[src/rtl/apb2axi.sv]
// APB3 completer to AXI4-Lite manager bridge: each APB transfer becomes exactly one
// single-beat AXI-Lite transaction, and the APB access phase is stretched until the response returns.
module apb2axi #(
  parameter int                     APB_ADRW = 12,
  parameter int                     AXI_ADRW = 32,
  parameter logic [AXI_ADRW-1:0]    AXI_BASE = AXI_ADRW'(32'h8000_0000)
) (
  input  logic                aclk,
  input  logic                areset,
  // APB completer
  input  logic                psel,
  input  logic                penable,
  input  logic                pwrite,
  input  logic [APB_ADRW-1:0] paddr,
  input  logic [31:0]         pwdata,
  output logic                pready,
  output logic [31:0]         prdata,
  output logic                pslverr,
  // AXI-Lite manager
  output logic                awvalid,
  input  logic                awready,
  output logic [AXI_ADRW-1:0] awaddr,
  output logic [2:0]          awprot,
  output logic                wvalid,
  input  logic                wready,
  output logic [31:0]         wdata,
  output logic [3:0]          wstrb,
  input  logic                bvalid,
  output logic                bready,
  input  logic [1:0]          bresp,
  output logic                arvalid,
  input  logic                arready,
  output logic [AXI_ADRW-1:0] araddr,
  output logic [2:0]          arprot,
  input  logic                rvalid,
  output logic                rready,
  input  logic [31:0]         rdata,
  input  logic [1:0]          rresp,
  // debug view of the one-hot FSM state
  output logic [5:0]          dbg_state
);

  // Handshakes: every AXI transfer completes on a rising edge where valid and ready are both
  // high; a raised valid is held, with its payload stable, until that edge.

  typedef enum logic [5:0] {
    S_IDLE  = 6'b000001,
    S_WADDR = 6'b000010,
    S_WRESP = 6'b000100,
    S_RADDR = 6'b001000,
    S_RDATA = 6'b010000,
    S_DONE  = 6'b100000
  } state_t;

  state_t              state_q, state_d;
  logic [AXI_ADRW-1:0] addr_q, addr_d;
  logic [31:0]         wdata_q, wdata_d;
  logic [31:0]         rdata_q, rdata_d;
  logic                err_q, err_d;
  logic                aw_done_q, aw_done_d;
  logic                w_done_q, w_done_d;

  // Only bit 1 of a response distinguishes an error; the low bit carries no meaning here.
  logic unused_resp;
  assign unused_resp = ^{bresp[0], rresp[0]};

  always_ff @(posedge aclk) begin
    if (areset) begin
      state_q   <= S_IDLE;
      addr_q    <= '0;
      wdata_q   <= '0;
      rdata_q   <= '0;
      err_q     <= 1'b0;
      aw_done_q <= 1'b0;
      w_done_q  <= 1'b0;
    end else begin
      state_q   <= state_d;
      addr_q    <= addr_d;
      wdata_q   <= wdata_d;
      rdata_q   <= rdata_d;
      err_q     <= err_d;
      aw_done_q <= aw_done_d;
      w_done_q  <= w_done_d;
    end
  end

  always_comb begin
    state_d   = state_q;
    addr_d    = addr_q;
    wdata_d   = wdata_q;
    rdata_d   = rdata_q;
    err_d     = err_q;
    aw_done_d = aw_done_q;
    w_done_d  = w_done_q;
    awvalid   = 1'b0;
    wvalid    = 1'b0;
    bready    = 1'b0;
    arvalid   = 1'b0;
    rready    = 1'b0;
    pready    = 1'b0;
    pslverr   = 1'b0;
    case (state_q)
      S_IDLE: begin
        // Only the setup phase starts a transfer; a stray access phase is ignored.
        if (psel && !penable) begin
          addr_d    = AXI_BASE | AXI_ADRW'(paddr);
          wdata_d   = pwdata;
          aw_done_d = 1'b0;
          w_done_d  = 1'b0;
          err_d     = 1'b0;
          state_d   = pwrite ? S_WADDR : S_RADDR;
        end
      end
      S_WADDR: begin
        awvalid   = !aw_done_q;
        wvalid    = !w_done_q;
        aw_done_d = aw_done_q | awready;
        w_done_d  = w_done_q | wready;
        if (aw_done_d && w_done_d) state_d = S_WRESP;
      end
      S_WRESP: begin
        bready = 1'b1;
        if (bvalid) begin
          err_d   = bresp[1];
          state_d = S_DONE;
        end
      end
      S_RADDR: begin
        arvalid = 1'b1;
        if (arready) state_d = S_RDATA;
      end
      S_RDATA: begin
        rready = 1'b1;
        if (rvalid) begin
          rdata_d = rdata;
          err_d   = rresp[1];
          state_d = S_DONE;
        end
      end
      S_DONE: begin
        pready  = 1'b1;
        pslverr = err_q;
        state_d = S_IDLE;
      end
      default: state_d = S_IDLE;
    endcase
  end

  assign awaddr    = addr_q;
  assign araddr    = addr_q;
  assign wdata     = wdata_q;
  assign prdata    = rdata_q;
  assign awprot    = 3'b000;
  assign arprot    = 3'b000;
  assign wstrb     = 4'hF;
  assign dbg_state = state_q;

endmodule

[config.mk]
export PLATFORM = sky130hd
export DESIGN_NAME = apb2axi
export DESIGN_NICKNAME = d
export VERILOG_FILES = /design/src/rtl/apb2axi.sv
export SDC_FILE = /design/constraint.sdc
export NUM_CORES = 1
export LEC_CHECK = 0
export CAP_MARGIN = 10
export CORE_MARGIN = 2
export CORE_UTILIZATION = 40
export CTS_CLUSTER_DIAMETER = 30
export DETAILED_ROUTE_END_ITERATION = 8
export DONT_BUFFER_PORTS = 1
export PLACE_DENSITY_LB_ADDON = 0.25
export SYNTH_ARGS = -nofsm -noshare
export SYNTH_HDL_FRONTEND = slang
export SYNTH_SLANG_ARGS = --single-unit
export TNS_END_PERCENT = 1
[constraint.sdc]
create_clock -name aclk -period 1.7 [get_ports aclk]
set_input_delay 0.425 -clock aclk [delete_from_list [all_inputs] [get_ports aclk]]
set_output_delay 0.425 -clock aclk [all_outputs]
set_load 0.05 [all_outputs]
* Word-level counts from Yosys, hierarchy flattened
Index checks and enable logic that the tools add are counted.
** Storage, ports and cells
- Flip-flop bits (word level) :: 86
- Input bits :: 90
- Output and inout bits :: 151
- Logic and storage cells :: 52
** Operators by class
- Equality and inequality tests :: 11
- Mux-type cells :: 20
- Bitwise operators :: 2
- Reduce and logical (&&, ||, !) cells :: 12
** Operators with widths (number)
- two-way mux 6 bit :: 5
- one-hot mux 6 bit (5 select lines) :: 1
- two-way mux 1 bit :: 10
- != test 2 bit, second input constant :: 5
- == test 6 x 1 -> 1 bit, second input constant :: 1
- == test 6 x 2 -> 1 bit, second input constant :: 1
- == test 6 x 3 -> 1 bit, second input constant :: 1
- == test 6 x 4 -> 1 bit, second input constant :: 1
- == test 6 x 5 -> 1 bit, second input constant :: 1
- == test 6 bit, second input constant :: 1
- AND reduction 2 bit :: 3
- AND reduction 5 bit :: 1
- two-way mux 4 bit :: 1
- one-hot mux 1 bit (2 select lines) :: 2
- AND reduction 4 bit :: 1
- zero test 1 bit :: 3
- one-hot mux 1 bit (3 select lines) :: 1
- nonzero test 3 bit :: 1
- logical AND 1 bit :: 2
- OR 1 bit :: 2
- nonzero test 2 bit :: 1

* Logic depth before layout (Yosys ltp)
Gate-level depths: netlist (run 1).
- Depth in word-level cells :: 4
- Mapped depth :: 7
- Gate-level depth less buffers :: 4

* Worst setup path after synthesis (run 1)
OpenSTA, ideal clock, no wires.
- Path type :: flip-flop to output port
- Start point :: register state_q[4] (netlist: dbg_state[4])
- End point :: output pslverr
- Arrival time :: 3.006 ns
- Required time :: 1.275 ns
- Slack :: -1.731 ns
- Stages on the path, launching flop included :: 5
- Path buffers :: 1
- Path through :: dfxtp_1 > buf_2 > or4_4 > nor3b_1 > and2_1
** On the way
- Word-level cells in the longest chain between the ends :: 2
** RTL lines
- start: declaration :: RTL line 55 : state_t state_q, state_d;
- start signal: assignment :: RTL line 77 : state_q <= state_d;
- == test 6 bit :: RTL line 102 : case (state_q)
- two-way mux 1 bit :: RTL line 102
- end: declaration :: RTL line 18 : output logic pslverr,
No other way between the ends.

* Worst setup path after layout (run 1)
- Start point :: register state_q[3] (netlist: dbg_state[3])
- End point :: output pslverr
Same word-level chain as after synthesis.

==> results.txt, run 1 <==
deepest clock path buffer count -> 2
R2R depth -> 5
Crit path largest cell delay -> 570 ps
Final Cell Area -> 4210 µm²
Yosys warnings -> 0
top post-synthesis cells by area -> dfxtp_1, nand2_1, buf_4
HP Class -> in -> reg
Rows -> 35
post-DP HPWL -> 6310 µm
share of cells above drive strength 1 -> 20.5%
Non-Filler Instances -> 599
Rel. slew slack -> 63.8%
Starting DRT DRC Count -> 82
Hold Crit Depth -> 1
CTS tree -> built
Power Dens Cells -> 1510 nW/µm²
total wire length -> 8800 µm
area growth from synthesis to layout -> 13.6%
first-pass detailed-route iteration total -> 4
Mapped Avg Cell Area -> 7.98 µm²
commonest non-fill, non-tap cell in the layout -> nand2_1
die width -> 100 µm
sequential share of the synthesized area -> 46.5%
final setup margin -> -417 ps
CP arrival -> 1690 ps
clock slew at reported path FFs -> 90 ps
DR WL/cell -> 14.7 µm
DRC -> 0
CTS root buffer -> clkbuf_8
sw frac -> 42.8%
Synth area leader -> dfxtp_1
overall routing resource usage -> 16.5%
Net Switching -> 2.72 mW
pins over their slew limit -> 0
Skew-Pair Late Insertion Delay -> 350 ps
Flop pwr share -> 42.6%
Buf/Inv on CP -> 0
failing checks -> setup timing
critical path's slowest cell -> or4_4
Initial Util -> 40.7%
number of synthesized flops with an enable pin -> 0
via count -> 2,949
achievable frequency -> 472 MHz
Synth Instances -> 464
Avg Vias per Cell -> 4.92
PortBufs -> 0
internal power -> 3.65 mW
CTS Buf Count -> 9
max_cap viols -> 0
global route overflow -> 0
die height -> 100 µm
placed cells -> 584
CTS H-tree lvls -> 3
Worst Path Required -> 1270 ps
XOR/XNOR share of the synthesized area -> 0.236%
Clk pwr share -> 23.4%
total clock sinks -> 86
period utilization -> 125%
Core ar. -> 9110 µm²
Fillers -> 904
Seq cells post-synth -> 86
crit end category -> primary output
final hold vios -> 0
Worst Skew -> 19.5 ps
initial antenna violation count -> 0
Compound-Gate Fraction of Synth Area -> 12.8%
vias in the first global route -> 2,758
Synth Area in Adders -> 0%
Routed Antenna Nets -> 0
largest family of logic cells by synthesized area -> simple AND/OR/NAND/NOR gates
Final nets -> 574
GP Congestion -> 0.782
IO Pins -> 241
asr flop ratio synth -> 0%
critical path's top delay family -> simple AND/OR/NAND/NOR gates
Most used DFF post-synth -> dfxtp_1
first-pass GRT wire length -> 13,100 µm
Tmin final -> 2120 ps
outcome -> finished, violations left
mux contribution to synthesized area -> 0%
unrepaired setup endpoints after global routing -> true
Startpoint Class -> register
Post-Synth Simple-Gate Area -> 23.7%
CP cell instances -> or4_4 -> nor3b_4 -> and2_4
Post-Synthesis Cell Area -> 3700 µm²
worst slew pin tran -> 542 ps
fin util -> 46.2%
dpl ws -> -186 ps
Die ar. -> 10,000 µm²
placed cell area -> 3910 µm²
WP depth -> 3
Combinational Power Share -> 34.1%
most frequent cells in the layout -> nand2_1, dfxtp_1, a21oi_1
worst vdd rail ir drop -> 0.488 mV
top-area cell type share of the netlist area -> 46.5%
Final setup viols -> 59
# diodes -> 0
worst setup path class -> reg -> out
P_leak -> 1.57 nW
pin count of the biggest net entering global routing -> 86
worst-path fanout max -> 4
hold_ws -> 140 ps
unique cell type count in the Yosys netlist -> 37
[cells by family after synthesis]
| group | after synthesis |
|---|---|
| AO/OA/AOI/OAI | 88 |
| XOR/XNOR | 1 |
| buffers and inverters | 90 |
| flip-flops | 86 |
| other | 2 |
| AND/OR/NAND/NOR | 197 |
[worst register-to-register path, stage by stage, from the launching register on]
cell	delay (ps)
dfxtp_2	320
or4_4	570
nor4b_1	320
buf_4	170
nor3_1	60
a2111oi_2	350
[power by group through the flow]
stage	registers, mW	logic (mW)	clock network (mW)
finish	2.71	2.17	1.49
global route	2.74	2.32	1.62
CTS	2.71	2.13	1.55
detailed placement	2.76	2.10	0
global placement	2.75	2.07	0
floorplan	3.04	1.44	0
[routing by layer]
metal,global-route usage (%),part of all wire (%)
met5,0,0
met4,7.06,1.7
met3,7.17,10
met2,27.7,49
met1,18.1,39
[registers in the layout, summed over array words and instances, names as in the netlist]
register / flops
araddr: 13
err_q: 1
dbg_state: 6
wdata: 32
aw_done_q: 1
prdata: 32
w_done_q: 1
[final timing paths]
kind / startpoint / endpoint / slack [ps]
worst max register to register: dbg_state[3] / dbg_state[2] / -200
worst min-delay path: areset / dbg_state[4] / 140
worst min register to register: araddr[1] / araddr[1] / 460
worst max-delay path: dbg_state[3] / pslverr / -420
[metrics by stage]
stage | setup TNS, ps | power, mW
after global placement | -3380 | 4.82
final | -5900 | 6.37
after global routing | -12830 | 6.68
after CTS | -7160 | 6.39
after detailed placement | -4360 | 4.85
after floorplan | -24200 | 4.48
[cells in the mapped netlist, drive strengths merged (2+ instances only)]
library cell	number
dfxtp	86
nor2b	2
nand2	154
conb	2
nand2b	2
nand4	2
nor2	9
nor3b	3
buf	68
clkbuf	21
nand3	3
or4	4
and4b	2
o22ai	2
a22oi	3
nor4b	2
nor3	6
a21oi	79
[final cells by class]
class | count | area (µm²) | share of cell area, %
repair buffers | 52 | 489 | 11.6
clock buffers | 10 | 138 | 3.27
well taps | 111 | 139 | 3.30
clock inverters | 5 | 66.3 | 1.58
flip-flops and latches | 86 | 1730 | 41.1
multi-input cells | 334 | 1640 | 39.1
inverters | 1 | 3.75 | 0.0892
[timing repair]
action,in CTS,in global routing
hold endpoints to repair,0,0
hold buffers,0,0
endpoints found under the setup margin,63,92
setup buffers,0,0
pin swaps,2,2
gates cloned,0,0
resized for setup,9,17
No activity file was read; power rests on OpenSTA's default activity.
==> inputs of run 2 (changes only) <==
--- a/config.mk
+++ b/config.mk
@@ -6,7 +6,7 @@
 export NUM_CORES = 1
 export LEC_CHECK = 0
 export CAP_MARGIN = 10
-export CORE_MARGIN = 2
+export CORE_ASPECT_RATIO = 1.4
 export CORE_UTILIZATION = 40
 export CTS_CLUSTER_DIAMETER = 30
 export DETAILED_ROUTE_END_ITERATION = 8
==> run 2 against run 1 <==
The flow still finishes with violations (setup timing). Critical path depth stayed put. Power up 4.2%. Sequential share of layout area decreased by 0.27 points. Worst setup slack better by 17 ps. Non-clock buffer count fell by 5. Worst hold slack better by 21 ps. Via count decreased by 1.8%. Clock-buffer cell count is 1 lower. First-iteration DRC count grew 11%. Clock skew decreased by 12 ps. Final area up 0.65%. Wire length decreased by 3.2%.
==> results.txt, run 2 (synthesized netlist as in run 1, its figures left out) <==
outcome -> finished, violations left
failing checks -> setup timing
r2r startpoint -> dbg_state[3]
clock slew at reported path FFs -> 60 ps
final hold vios -> 0
Worst Path Required -> 1270 ps
worst vdd rail ir drop -> 0.665 mV
Worst R2R End -> dbg_state[2]
CTS H-tree lvls -> 3
pins over their slew limit -> 0
Final Cell Area -> 4240 µm²
Rel. slew slack -> 64.2%
placed cell area -> 3850 µm²
Sum Neg Setup Slack -> -5730 ps
worst-path fanout max -> 4
die height -> 116 µm
Final nets -> 569
P_leak -> 1.57 nW
initial antenna violation count -> 0
area occupied by multi-input gates -> 1650 µm²
deepest clock path buffer count -> 2
area growth from synthesis to layout -> 14.4%
share of cells above drive strength 1 -> 20.0%
Worst Skew -> 7.86 ps
GP Congestion -> 0.811
Startpoint Class -> register
overall routing resource usage -> 16.7%
achievable frequency -> 476 MHz
Pwr Total -> 6.64 mW
Avg Vias per Cell -> 4.90
Routed Antenna Nets -> 0
Die ar. -> 9650 µm²
worst setup path class -> reg -> out
first-pass detailed-route iteration total -> 4
DR WL/cell -> 14.4 µm
most frequent cells in the layout -> nand2_1, dfxtp_1, a21oi_1
PortBufs -> 0
DRC -> 0
IO Pins -> 241
total clock sinks -> 86
Rows -> 41
period utilization -> 124%
Power Dens Cells -> 1570 nW/µm²
HP Class -> in -> reg
unrepaired setup endpoints after global routing -> true
CP arrival -> 1670 ps
CTS root buffer -> clkbuf_16
via count -> 2,897
commonest non-fill, non-tap cell in the layout -> nand2_1
CTS tree -> built
r2r setup slk -> -190 ps
crit end category -> primary output
total wire length -> 8510 µm
post-DP HPWL -> 6070 µm
Skew-Pair Late Insertion Delay -> 330 ps
global route overflow -> 0
max_cap viols -> 0
worst slew pin tran -> 537 ps
vias in the first global route -> 2,636
Tmin final -> 2100 ps
Sequential cell area -> 1730 µm²
Setup crit start -> dbg_state[3]
R2R depth -> 5
Fillers -> 876
hold path start -> areset
final setup margin -> -400 ps
Final setup viols -> 56
# diodes -> 0
Core ar. -> 8980 µm²
die width -> 83.3 µm
Critical Path Sink -> pslverr
Starting DRT DRC Count -> 91
pin count of the biggest net entering global routing -> 86
first-pass GRT wire length -> 12,700 µm
CTS Buf Count -> 9
fin util -> 47.2%
Initial Util -> 41.3%
-- run 2: worst min-delay path by stage --
stage | to | slack (ps) | depth (start not counted)
final | araddr[2] | 160 | 1
after global routing | araddr[2] | 140 | 1
after floorplan | aw_done_q | 510 | 2
after CTS | dbg_state[4] | 140 | 1
after global placement | araddr[0] | 440 | 2
after detailed placement | araddr[1] | 450 | 2
-- run 2: through the flow --
| stage | cells | hold WS (ps) | worst slack [ps] |
|---|---|---|---|
| 2_1_floorplan | 510 | 509 | -665 |
| 3_3_place_gp | 573 | 438 | -182 |
| 3_5_place_dp | 573 | 450 | -192 |
| 4_1_cts | 590 | 144 | -435 |
| 5_1_grt | 591 | 140 | -463 |
| 6_report | 591 | 161 | -400 |
-- run 2: final cells by class --
class                      instances  share of cell area, %
inverter                           1                 0.0886
sequential                        86                   40.8
multi-input combinational        334                   39.0
clock inverter                     7                   1.30
tap                              107                   3.16
timing repair buffer              47                   10.4
clock buffer                       9                   5.32
-- run 2: metal layers --
| metal | vias to the layer above | GRT usage [%] | routed length [µm] |
|---|---|---|---|
| met1 | 1283 | 17.9 | 3150 |
| met2 | 163 | 29.3 | 4340 |
| met4 | 0 | 8.62 | 167 |
| met5 | - | 0 | 0 |
| met3 | 12 | 5.84 | 856 |
| li1 | 1439 | - | - |
-- run 2: report_power, final --
| part | internal [mW] | switching (mW) |
|---|---|---|
| clock | 1.00 | 0.806 |
| sequential | 2.22 | 0.501 |
| combinational | 0.676 | 1.43 |
-- run 2: worst max-delay path, stage by stage, from the launching register on --
cell and delay [ps]:
dfxtp_2 320, or4_4 570, nor3b_4 200, and2_4 260
-- run 2: repair_timing --
| item | in CTS | in global routing |
|---|---|---|
| hold buffers | 0 | 0 |
| endpoints found under the hold margin | 0 | 0 |
| pin swaps | 2 | 3 |
| setup buffers | 1 | 1 |
| endpoints found under the setup margin | 57 | 59 |
| cloned | 0 | 0 |
| resized for setup | 7 | 16 |
